==> config.mk <==
export PLATFORM = sky130hd
export DESIGN_NAME = uart_rx
export DESIGN_NICKNAME = d
export VERILOG_FILES = /design/src/rtl/uart_rx.sv
export SDC_FILE = /design/constraint.sdc
export NUM_CORES = 1
export LEC_CHECK = 0
export ABC_AREA = 1
export BUFFER_PORTS_ARGS = -buffer_cell sky130_fd_sc_hd__buf_2
export CAP_MARGIN = 10
export CELL_PAD_IN_SITES_DETAIL_PLACEMENT = 1
export CELL_PAD_IN_SITES_GLOBAL_PLACEMENT = 1
export CORE_UTILIZATION = 38
export CTS_BUF_LIST = sky130_fd_sc_hd__clkbuf_8
export DETAILED_ROUTE_END_ITERATION = 10
export HOLD_SLACK_MARGIN = 0.02
export PLACE_DENSITY = 0.76
export SYNTH_ARGS = -nofsm -noshare
export SYNTH_HDL_FRONTEND = slang
export SYNTH_SLANG_ARGS = --single-unit
==> constraint.sdc <==
create_clock -name clk -period 2 [get_ports clk]
set_clock_uncertainty 0.1 [all_clocks]
set_input_delay 0.2 -clock clk [delete_from_list [all_inputs] [get_ports clk]]
set_output_delay 0.2 -clock clk [all_outputs]
set_load 0.01 [all_outputs]
==> src/rtl/uart_rx.sv <==
// uart_rx: 8N1 serial receiver with break detection.
// Bytes equal to KEY are delivered bit-inverted when KEY_INV_EN is set.
module uart_rx #(
    parameter int unsigned BIT_RATE     = 9600,
    parameter int unsigned CLK_HZ       = 50_000_000,
    parameter int unsigned PAYLOAD_BITS = 8,
    parameter int unsigned STOP_BITS    = 1,
    parameter bit          KEY_INV_EN   = 1'b1,
    parameter logic [PAYLOAD_BITS-1:0] KEY = 8'hAB
) (
    input  logic                    clk,
    input  logic                    resetn,
    input  logic                    uart_rxd,
    input  logic                    uart_rx_en,
    output logic                    uart_rx_break,
    output logic                    uart_rx_valid,
    output logic [PAYLOAD_BITS-1:0] uart_rx_data
);

    localparam int unsigned CPB  = CLK_HZ / BIT_RATE;
    localparam int unsigned HALF = CPB / 2;
    localparam int unsigned CW   = $clog2(CPB + 1);
    localparam int unsigned BW   = $clog2(PAYLOAD_BITS + 1);
    localparam int unsigned SW   = $clog2(STOP_BITS + 1);

    localparam logic [CW-1:0] CYC_LAST  = CW'(CPB - 1);
    localparam logic [CW-1:0] CYC_HALF  = CW'(HALF - 1);
    localparam logic [BW-1:0] BIT_LAST  = BW'(PAYLOAD_BITS - 1);
    localparam logic [SW-1:0] STOP_LAST = SW'(STOP_BITS - 1);

    typedef enum logic [1:0] {
        IDLE,
        START,
        RECV,
        STOP
    } state_t;

    state_t state;
    state_t state_nxt;

    logic                    rxd_meta;
    logic                    rxd_sync;
    logic [CW-1:0]           cyc_cnt;
    logic [BW-1:0]           bit_cnt;
    logic [SW-1:0]           stop_cnt;
    logic [PAYLOAD_BITS-1:0] shift;
    logic                    stop_ok;

    logic                    tick;
    logic                    half_tick;
    logic                    done;
    logic                    stop_good;
    logic                    is_zero;
    logic                    valid_nxt;
    logic                    break_nxt;
    logic [PAYLOAD_BITS-1:0] data_nxt;

    assign tick      = (cyc_cnt == CYC_LAST);
    assign half_tick = (cyc_cnt == CYC_HALF);

    // Two-flop synchroniser for the asynchronous line, idles high
    always_ff @(posedge clk or posedge resetn) begin
        if (resetn) begin
            rxd_meta <= 1'b1;
            rxd_sync <= 1'b1;
        end else begin
            rxd_meta <= uart_rxd;
            rxd_sync <= rxd_meta;
        end
    end

    // State register
    always_ff @(posedge clk or posedge resetn) begin
        if (resetn) begin
            state <= IDLE;
        end else begin
            state <= state_nxt;
        end
    end

    // Next-state logic; a disabled receiver always falls back to IDLE
    always_comb begin
        state_nxt = state;
        if (!uart_rx_en) begin
            state_nxt = IDLE;
        end else begin
            unique case (state)
                IDLE: begin
                    if (!rxd_sync) state_nxt = START;
                end
                START: begin
                    if (rxd_sync) state_nxt = IDLE;
                    else if (half_tick) state_nxt = RECV;
                end
                RECV: begin
                    if (tick && bit_cnt == BIT_LAST) state_nxt = STOP;
                end
                STOP: begin
                    if (tick && stop_cnt == STOP_LAST) state_nxt = IDLE;
                end
                default: state_nxt = IDLE;
            endcase
        end
    end

    // Bit timing, payload shifter and stop-bit accumulation
    always_ff @(posedge clk or posedge resetn) begin
        if (resetn) begin
            cyc_cnt  <= '0;
            bit_cnt  <= '0;
            stop_cnt <= '0;
            shift    <= '0;
            stop_ok  <= 1'b1;
        end else begin
            if (state != state_nxt || state == IDLE || tick) begin
                cyc_cnt <= '0;
            end else begin
                cyc_cnt <= cyc_cnt + 1'b1;
            end
            if (state != RECV) begin
                bit_cnt <= '0;
            end else if (tick) begin
                bit_cnt <= bit_cnt + 1'b1;
                shift   <= {rxd_sync, shift[PAYLOAD_BITS-1:1]};
            end
            if (state != STOP) begin
                stop_cnt <= '0;
                stop_ok  <= 1'b1;
            end else if (tick) begin
                stop_cnt <= stop_cnt + 1'b1;
                stop_ok  <= stop_ok & rxd_sync;
            end
        end
    end

    // Frame outcome: good byte, break, or silently dropped framing error
    always_comb begin
        done      = (state == STOP) && uart_rx_en && tick
                    && (stop_cnt == STOP_LAST);
        stop_good = stop_ok & rxd_sync;
        is_zero   = (shift == '0);
        valid_nxt = done && (stop_good || is_zero);
        break_nxt = done && !stop_good && is_zero;
        data_nxt  = '0;
        if (stop_good) begin
            if (KEY_INV_EN && shift == KEY) data_nxt = ~shift;
            else data_nxt = shift;
        end
    end

    // Output registers; data only moves on a strobe
    always_ff @(posedge clk or posedge resetn) begin
        if (resetn) begin
            uart_rx_valid <= 1'b0;
            uart_rx_break <= 1'b0;
            uart_rx_data  <= '0;
        end else begin
            uart_rx_valid <= valid_nxt;
            uart_rx_break <= break_nxt;
            if (valid_nxt) uart_rx_data <= data_nxt;
        end
    end

endmodule

# Yosys cells after proc, flatten, opt, wreduce, memory -nomap -nowiden
# Cells that the tools add are included.
[word_totals] regBits=41 in_bits=4 output_inout_bits=10 wordCells=61
[classes] n_addsub=3 eq_ne=10 muxes=16 bitwise=4 reduce_logical=17
[op_table] operator="8-bit 2-to-1 mux" count=2
[op_table] operator="13-bit by 1-bit adder with 13-bit output, second input constant" count=1
[op_table] operator="13-bit by 12-bit equality test with 1-bit output, second input constant" count=1
[op_table] operator="13-bit equality test, second input constant" count=1
[op_table] operator="13-bit 2-to-1 mux" count=1
[op_table] operator="2-bit 2-to-1 mux" count=6
[op_table] operator="8-bit equality test, second input constant" count=1
[op_table] operator="1-bit logical AND" count=8
[op_table] operator="8-bit logical NOT" count=1
[op_table] operator="4-bit 2-to-1 mux" count=2
[op_table] operator="8-bit NOT" count=1
[op_table] operator="2-bit case mux with 4 select lines" count=1
[op_table] operator="4-bit by 1-bit adder with 4-bit output, second input constant" count=1
[op_table] operator="2-bit equality test, second input constant" count=2
[op_table] operator="4-bit by 3-bit equality test with 1-bit output, second input constant" count=1
[op_table] operator="1-bit 2-to-1 mux" count=4
[op_table] operator="2-bit != test, second input constant" count=2
[op_table] operator="2-bit nonzero test" count=2
[op_table] operator="1-bit logical OR" count=3
[op_table] operator="2-bit by 1-bit equality test with 1-bit output, second input constant" count=1
[op_table] operator="2-bit logical NOT" count=1
[op_table] operator="2-bit != test" count=1
[op_table] operator="1-bit NOT" count=2
[op_table] operator="2-bit AND reduction" count=1
[op_table] operator="3 further kinds" count=3

# Logic depth before layout (Yosys ltp)
# Gate-level depths: netlist (run 1).
[depth] word_depth=9 depth_mapped=15 mapped_depth_nobuf=14

# Least setup slack after synthesis (run 1)
# No wires, ideal clock.
[synth_path] kind="register to register" startpoint="reg cyc_cnt[0]" endpoint="reg cyc_cnt[7]" setup_time_ps=122 arrival_time_ps=1527 required_time_ps=1778 setup_slack_ps=250 path_stages_with_launch=12 path_buffers=1 synth_period_minus_slack_ps=1750 path_cell_list="dfrtp_1 > ha_1 > nand4_1 > nor2_2 > nand3_2 > nand2_2 > nand2_1 > a21oi_1 > nor2_1 > nand2_2 > buf_6 > nor2_2"
[synth_between] elab_chain_cells=9 elab_cells_between_ends=15 classes_between="add/sub: 1; eq/ne: 3; mux: 7; reduce/logical: 4"
[synth_rtl] item="from (decl)" line_no="43" text="logic [CW-1:0] cyc_cnt;"
[synth_rtl] item="from (signal assigned)" line_no="118" text="cyc_cnt <= cyc_cnt + 1'b1;"
[synth_rtl] item="13-bit by 12-bit equality test with 1-bit output or 13-bit equality test (tied branches)" line_no="59, 58"
[synth_rtl] item="2-bit 2-to-1 mux (tied with other cells)" line_no="93" text="else if (half_tick) state_nxt = RECV;"
[synth_rtl] item="2-bit 2-to-1 mux (on tied branches)" line_no="92, 96, 99"
[synth_rtl] item="2-bit case mux with 4 select lines" line_no="87" text="unique case (state)"
[synth_rtl] item="2-bit 2-to-1 mux" line_no="84" text="if (!uart_rx_en) begin"
[synth_rtl] item="2-bit != test" line_no="115" text="if (state != state_nxt || state == IDLE || tick) begin"
[synth_rtl] item="1-bit logical OR (2 in a row)" line_no="115"
[synth_rtl] item="13-bit 2-to-1 mux *" line_no="115"
# Every way passes the cells marked *; elsewhere a longest branch is shown, timed or not.
# A chain may end at the register's enable or synchronous reset.

# Final worst setup path (run 1)
[layout_path] startpoint="reg cyc_cnt[1]" endpoint="reg cyc_cnt[1]"
# Same word-level chain as after synthesis.

==> results of run 1 <==
## power breakdown
| group | leakage [nW] | total, mW | switching [mW] | internal (mW) |
|---|---|---|---|---|
| registers | 0.560 | 0.863 | 0.0182 | 0.845 |
| logic | 0.548 | 0.203 | 0.141 | 0.0623 |
| clock network | 0.0512 | 0.577 | 0.297 | 0.280 |
| total | 1.16 | 1.64 | 0.456 | 1.19 |
## worst max-delay path, cell delays in order (launching register included)
cell,delay [ps]
dfrtp_1,400
ha_4,180
nand4_1,110
nor2_2,200
buf_4,140
nand4_1,100
nand3_2,100
nand2_2,60
nand2_1,80
nand2_2,100
nand2_4,180
nor2_1,60
## per-stage QoR
stage	total power [mW]	area [µm²]	std cells
final	1.643	2469	348
after global routing	1.728	2469	348
after CTS	1.638	2374	342
after detailed placement	1.016	2228	331
after global placement	1.010	2228	331
after floorplan	0.9855	2053	245
## metal layers
| layer | vias to the layer above | part of all wire |
|---|---|---|
| li1 | 846 | - |
| met1 | 822 | 0.49 |
| met2 | 32 | 0.48 |
| met3 | 5 | 0.024 |
| met4 | 0 | 0.012 |
| met5 | - | 0 |
## synth_stat cells (all sizes together)
| library cell | count |
|---|---|
| nor3b | 1 |
| nand4 | 9 |
| xor2 | 7 |
| o21ai | 16 |
| nor4 | 2 |
| o2111ai | 1 |
| buf | 3 |
| nand3 | 19 |
| o31ai | 2 |
| a21boi | 1 |
| nor2 | 34 |
| xnor2 | 3 |
| ha | 2 |
| dfstp | 3 |
| dfrtp | 38 |
| nand2 | 52 |
| nor3 | 6 |
| inv | 37 |
| a22o | 1 |
| a21oi | 5 |
| clkbuf | 1 |
| or2 | 2 |
## registers in the layout, summed over array words and instances, names as in the netlist
register / count
bit_cnt: 4
cyc_cnt: 13
rxd_meta: 1
rxd_sync: 1
shift: 8
state: 2
stop_cnt: 1
stop_ok: 1
uart_rx_break: 1
uart_rx_data: 8
uart_rx_valid: 1
## cell families after synthesis
| logic type | count (synthesis) |
|---|---|
| compound gates | 26 |
| simple gates | 125 |
| flops | 41 |
| fa+ha+maj | 2 |
| buf+inv | 41 |
| xor+xnor | 10 |
## worst paths after layout
kind	startpoint	endpoint	depth (start not counted)	slack (ps)
max in group asynchronous	resetn	rxd_sync$_DFF_PP1_	4	960
setup reg to reg	cyc_cnt[1]$_DFF_PP0_	cyc_cnt[1]$_DFF_PP0_	11	50
min in group asynchronous	resetn	uart_rx_data[0]$_DFFE_PP0P_	4	470
hold / removal	uart_rx_en	state[0]$_DFF_PP0_	5	220
setup / recovery	cyc_cnt[1]$_DFF_PP0_	cyc_cnt[1]$_DFF_PP0_	11	50
hold reg to reg	rxd_meta$_DFF_PP1_	rxd_sync$_DFF_PP1_	0	260
## layout make-up
type | count | area [µm²] | share of cell area
clock buffers | 6 | 82.58 | 0.03345
repair buffers | 28 | 182.7 | 0.07400
flip-flops and latches | 41 | 1030 | 0.4171
clock inverters | 2 | 13.76 | 0.005575
inverters | 37 | 138.9 | 0.05626
multi-input cells | 164 | 933.4 | 0.3781
well taps | 70 | 87.58 | 0.03548
## repair_timing
action                                  in CTS  in global routing
resized for setup                            6                 13
cloned                                       1                  0
endpoints found under the setup margin      14                 15
buffers inserted                             0                  6
pin swaps                                    2                  8
hold buffers                                 2                  0
endpoints found under the hold margin       39                  0
==> flow_summary.toml, run 1 <==
[yosys]
synth_compound_area_frac = 0.07069
synth_cell_type_count = 30
synth_top_family_by_area = "simple AND/OR/NAND/NOR gates"
synth_xor_area_frac = 0.04266
ys_top_cells_by_area = "dfrtp_1 (46%), nand2_1 (9.0%), inv_1 (6.6%), nand3_1 (4.4%), nor2_2 (4.0%)"
synth_mux_area_frac = 0
synthAdderAreaFrac = 0.01219
synth_cells = 245
yosys.area.top_type_share = 0.4631
yosys.area.top_type = "dfrtp_1"
avgSynthCellArea_um2 = 8.380
ys_seq_area_frac = 0.5015
syn_area_um2 = 2053
synthSimpleGateAreaFrac = 0.2907
syn-num-nets = 251
ys_ff_latch = 41
yosys_warnings = 0

[finish]
area_growth_pct = 20.23
n_fill_cell = 635
mostFrequentLayoutCells = "nand2_1 (46), dfrtp_1 (38), inv_1 (35)"
drive_gt1_frac = 0.2590
utilization = 0.4803
mostFrequentLayoutCell = "nand2_1"
fin_nets = 283
diodes = 0

[pwr]
ir_drop_mv = 0.3038
power.static_leakage_nw = 1.160
power_density_nw_per_um2 = 665.5

[route]
drc = 0
drt_iter0_drc = 70
viasPerCell = 4.899
drt_first_pass_iters = 5
wirelength_um = 4626
wire_per_inst_um = 13.29
num_vias = 1705
drtAntennaViolNets = 0

[timing]
tns_ps = 0
rsz0062_at_grt = "true"
setup_viol = 0
fmax_mhz = 512.9
hold_ws_ps = 224.8
fin_crit_sh = 0.9749
finalHoldViolations = 0
max_slew.worst_pin.slew_ps = 622.2
min_period_ps = 1950
fin_ws_ps = 50.18
drv_slew = 0
relSlewSlack = 0.5848

[placement]
gp_congestion = 0.8113
pre_cts_ws_ps = -77.34
portBuffers = 13
hpwl_um = 3169

[global_routing]
grt_use_met2 = 0.2798
grt_pass1_vias = 1572
antenna_found_initial = 0
use_met3 = 0.04365
grtUsageTotal = 0.1752
grt_pass1_wl_um = 7320
grt_max_degree = 42
met1_usage = 0.2303
grt_most_used_layer = "met2"
overflow = 0

[clocking]
clk_pin_slew_ps = 80
clockRootBuffer = "clkbuf_8"
clk_latency_ps = 300
cts.sink_count = 41
cts-buffers-inserted = 5
clockBufferDepth = 2
cts_tree = "built"
htreeDepth = 2

[critical_path]
critPathKind = "reg -> reg"
critical_path_required_ps = 2080
arrival_ps = 2030
cp_max_fo = 7
startpoint_type = "register"
end_kind = "register"

[die]
start_util = 0.3995
io_pins = 14
dieArea_um2 = 5701
rows = 26
coreArea_um2 = 5140
die_y_um = 75.51
fp.dieW_um = 75.51

[run_status]
status = "finished, final reports clean"

[flow_run]
cap_viol_max_count = 0

[worst_hold_path]
hp-class = "in -> reg"
Power figures use the tool's default switching activity.
==> inputs of run 2 (changes only) <==
--- a/config.mk
+++ b/config.mk
@@ -10,11 +10,11 @@
 export CAP_MARGIN = 10
 export CELL_PAD_IN_SITES_DETAIL_PLACEMENT = 1
 export CELL_PAD_IN_SITES_GLOBAL_PLACEMENT = 1
-export CORE_UTILIZATION = 38
-export CTS_BUF_LIST = sky130_fd_sc_hd__clkbuf_8
+export CORE_UTILIZATION = 47
+export CTS_BUF_LIST = sky130_fd_sc_hd__clkbuf_2 sky130_fd_sc_hd__clkbuf_4 sky130_fd_sc_hd__clkbuf_8
 export DETAILED_ROUTE_END_ITERATION = 10
 export HOLD_SLACK_MARGIN = 0.02
-export PLACE_DENSITY = 0.76
+export PLACE_DENSITY = 0.89
 export SYNTH_ARGS = -nofsm -noshare
 export SYNTH_HDL_FRONTEND = slang
 export SYNTH_SLANG_ARGS = --single-unit
==> run 2 against run 1 <==
The flow now finishes with violations (setup timing). Total power increased by 19%. Utilization grew 16 points. Clock power is 40% higher. Combinational power increased by 38%. Flip-flop and latch count unchanged. First-iteration DRC count increased to 3.0 times the previous value. Largest power group unchanged.
==> flow_summary.toml, run 2 (synthesized netlist as in run 1, its figures left out) <==
[finish]
fin_area_um2 = 2634
largestRegisters = "cyc_cnt x13, shift x8, uart_rx_data x8"
n_fill_cell = 480
area_growth_pct = 28.28
fin_nets = 287
drive_gt1_frac = 0.2979
mostFrequentLayoutCells = "nand2_1 (46), dfrtp_1 (36), inv_1 (35)"
diodes = 0
top_register = "cyc_cnt"
largest_register_ff_count = 13
mostFrequentLayoutCell = "nand2_1"

[critical_path]
crit_slowest_cell = "dfrtp_1"
path_delay_family = "simple AND/OR/NAND/NOR gates"
cp_num_buf_inv = 0
end_kind = "register"
critical_path_required_ps = 2130
critPathMaxStageDelay_ps = 430
cp_max_fo = 6
path_common_cell = "nand2_2"
cp_cell_sequence = "ha_4 -> nand4_1 -> nor2_4 -> nand3_2 -> nand2_2 -> nand2_2 -> nand3_2 -> nand2_2 -> nor2_4 -> nand2_4 -> nor2_2"
critPathKind = "reg -> reg"
startpoint_type = "register"
r2r_setup_slack_ps = -200
arrival_ps = 2330

[route]
wire_per_inst_um = 22.50
drtAntennaViolNets = 0
num_vias = 1937
viasPerCell = 5.834
drc = 0
drt_iter0_drc = 212
drt_first_pass_iters = 5
wirelength_um = 7471

[pwr]
p_total_mw = 1.950
pwr-share-comb = 0.143
internal_power_mw = 1.423
swShare = 0.2702
power_switching_mw = 0.5270
power.static_leakage_nw = 1.218
ir_drop_mv = 0.5811
clockPowerShare = 0.413
pwr-share-seq = 0.444
power_density_nw_per_um2 = 740.5

[placement]
gp_congestion = 0.9199
hpwl_um = 3869
post_dp_cell_area_um2 = 2226
portBuffers = 13

[timing]
drv_slew = 0
min_period_ps = 2200
setup_viol = 20
max_slew.worst_pin.slew_ps = 527.8
tns_ps = -2850
fin_ws_ps = -199.9
rsz0062_at_grt = "true"
relSlewSlack = 0.6481
fin_crit_sh = 1.100
fmax_mhz = 454.6
finalHoldViolations = 0

[worst_hold_path]
hp-class = "in -> reg"

[clocking]
clk_pin_slew_ps = 90
cts_tree = "built"
htreeDepth = 2
cts-buffers-inserted = 5
cts.sink_count = 41
clockRootBuffer = "clkbuf_8"
clk_latency_ps = 300
clockBufferDepth = 2

[die]
coreArea_um2 = 4086
rows = 23
fp.dieW_um = 68.10
die_y_um = 68.10
start_util = 0.5024
dieArea_um2 = 4637
io_pins = 14

[run_status]
status = "finished, violations left"
violations = "setup timing"

[global_routing]
overflow = 0
antenna_found_initial = 0
grtUsageTotal = 0.2979
grt_pass1_vias = 1990
grt_pass1_wl_um = 9722
grt_max_degree = 42

[flow_run]
cap_viol_max_count = 0
==> run 2: tightest hold or removal path, stage by stage <==
cell     delay (ps)
buf_2            90
inv_1           110
a21oi_1          80
nand2_1         110
inv_1            40
==> run 2: stage by stage <==
stage / instances / hold slack [ps] / util / setup slack, ps
6_report: 332 / 254.6 / 0.6445 / -199.9
5_1_grt: 332 / 265.9 / 0.6445 / -313.4
3_5_place_dp: 314 / 206.5 / 0.5447 / -143.7
2_1_floorplan: 245 / 104.5 / - / 250.2
3_3_place_gp: 314 / 204.8 / 0.5447 / 30.40
4_1_cts: 325 / 241.5 / 0.5983 / 0.1474
==> run 2: repair_timing <==
item	in CTS	in global routing
pin swaps	3	17
cloned	1	0
setup buffers	0	7
hold buffers	2	0
resized for setup	14	29
setup endpoints to repair	15	25
endpoints found under the hold margin	39	0
==> run 2: power by group through the flow <==
stage / combinational, mW / sequential (mW) / clock (mW)
floorplan: 0.113 / 0.873 / 0
detailed placement: 0.153 / 0.876 / 0
global placement: 0.141 / 0.874 / 0
CTS: 0.200 / 0.860 / 0.802
global route: 0.294 / 0.867 / 0.844
finish: 0.280 / 0.866 / 0.805
==> run 2: path summary, 6_finish.rpt <==
| path | endpoint | startpoint | cells past startpoint |
|---|---|---|---|
| max | cyc_cnt[6]$_DFF_PP0_ | cyc_cnt[0]$_DFF_PP0_ | 11 |
| min | state[0]$_DFF_PP0_ | uart_rx_en | 5 |
| max reg2reg | cyc_cnt[6]$_DFF_PP0_ | cyc_cnt[0]$_DFF_PP0_ | 11 |
| min reg2reg | rxd_sync$_DFF_PP1_ | rxd_meta$_DFF_PP1_ | 0 |
| max in group asynchronous | rxd_sync$_DFF_PP1_ | resetn | 4 |
| min in group asynchronous | cyc_cnt[7]$_DFF_PP0_ | resetn | 4 |
==> run 2: cell type report <==
type                    instances  area [µm²]  share of cell area
repair buffers                 32       212.7             0.08076
clock buffers                   5       68.82             0.02613
multi-input cells             164        1054              0.4000
clock inverters                 3       65.06             0.02470
inverters                      37       138.9             0.05273
well taps                      50       62.56             0.02375
flip-flops and latches         41        1032              0.3919
==> run 2: layer usage <==
metal,GRT usage,share of wire
met1,0.3515,0.38
met2,0.5110,0.53
met3,0.05833,0.068
met4,0.1510,0.025
met5,0,0
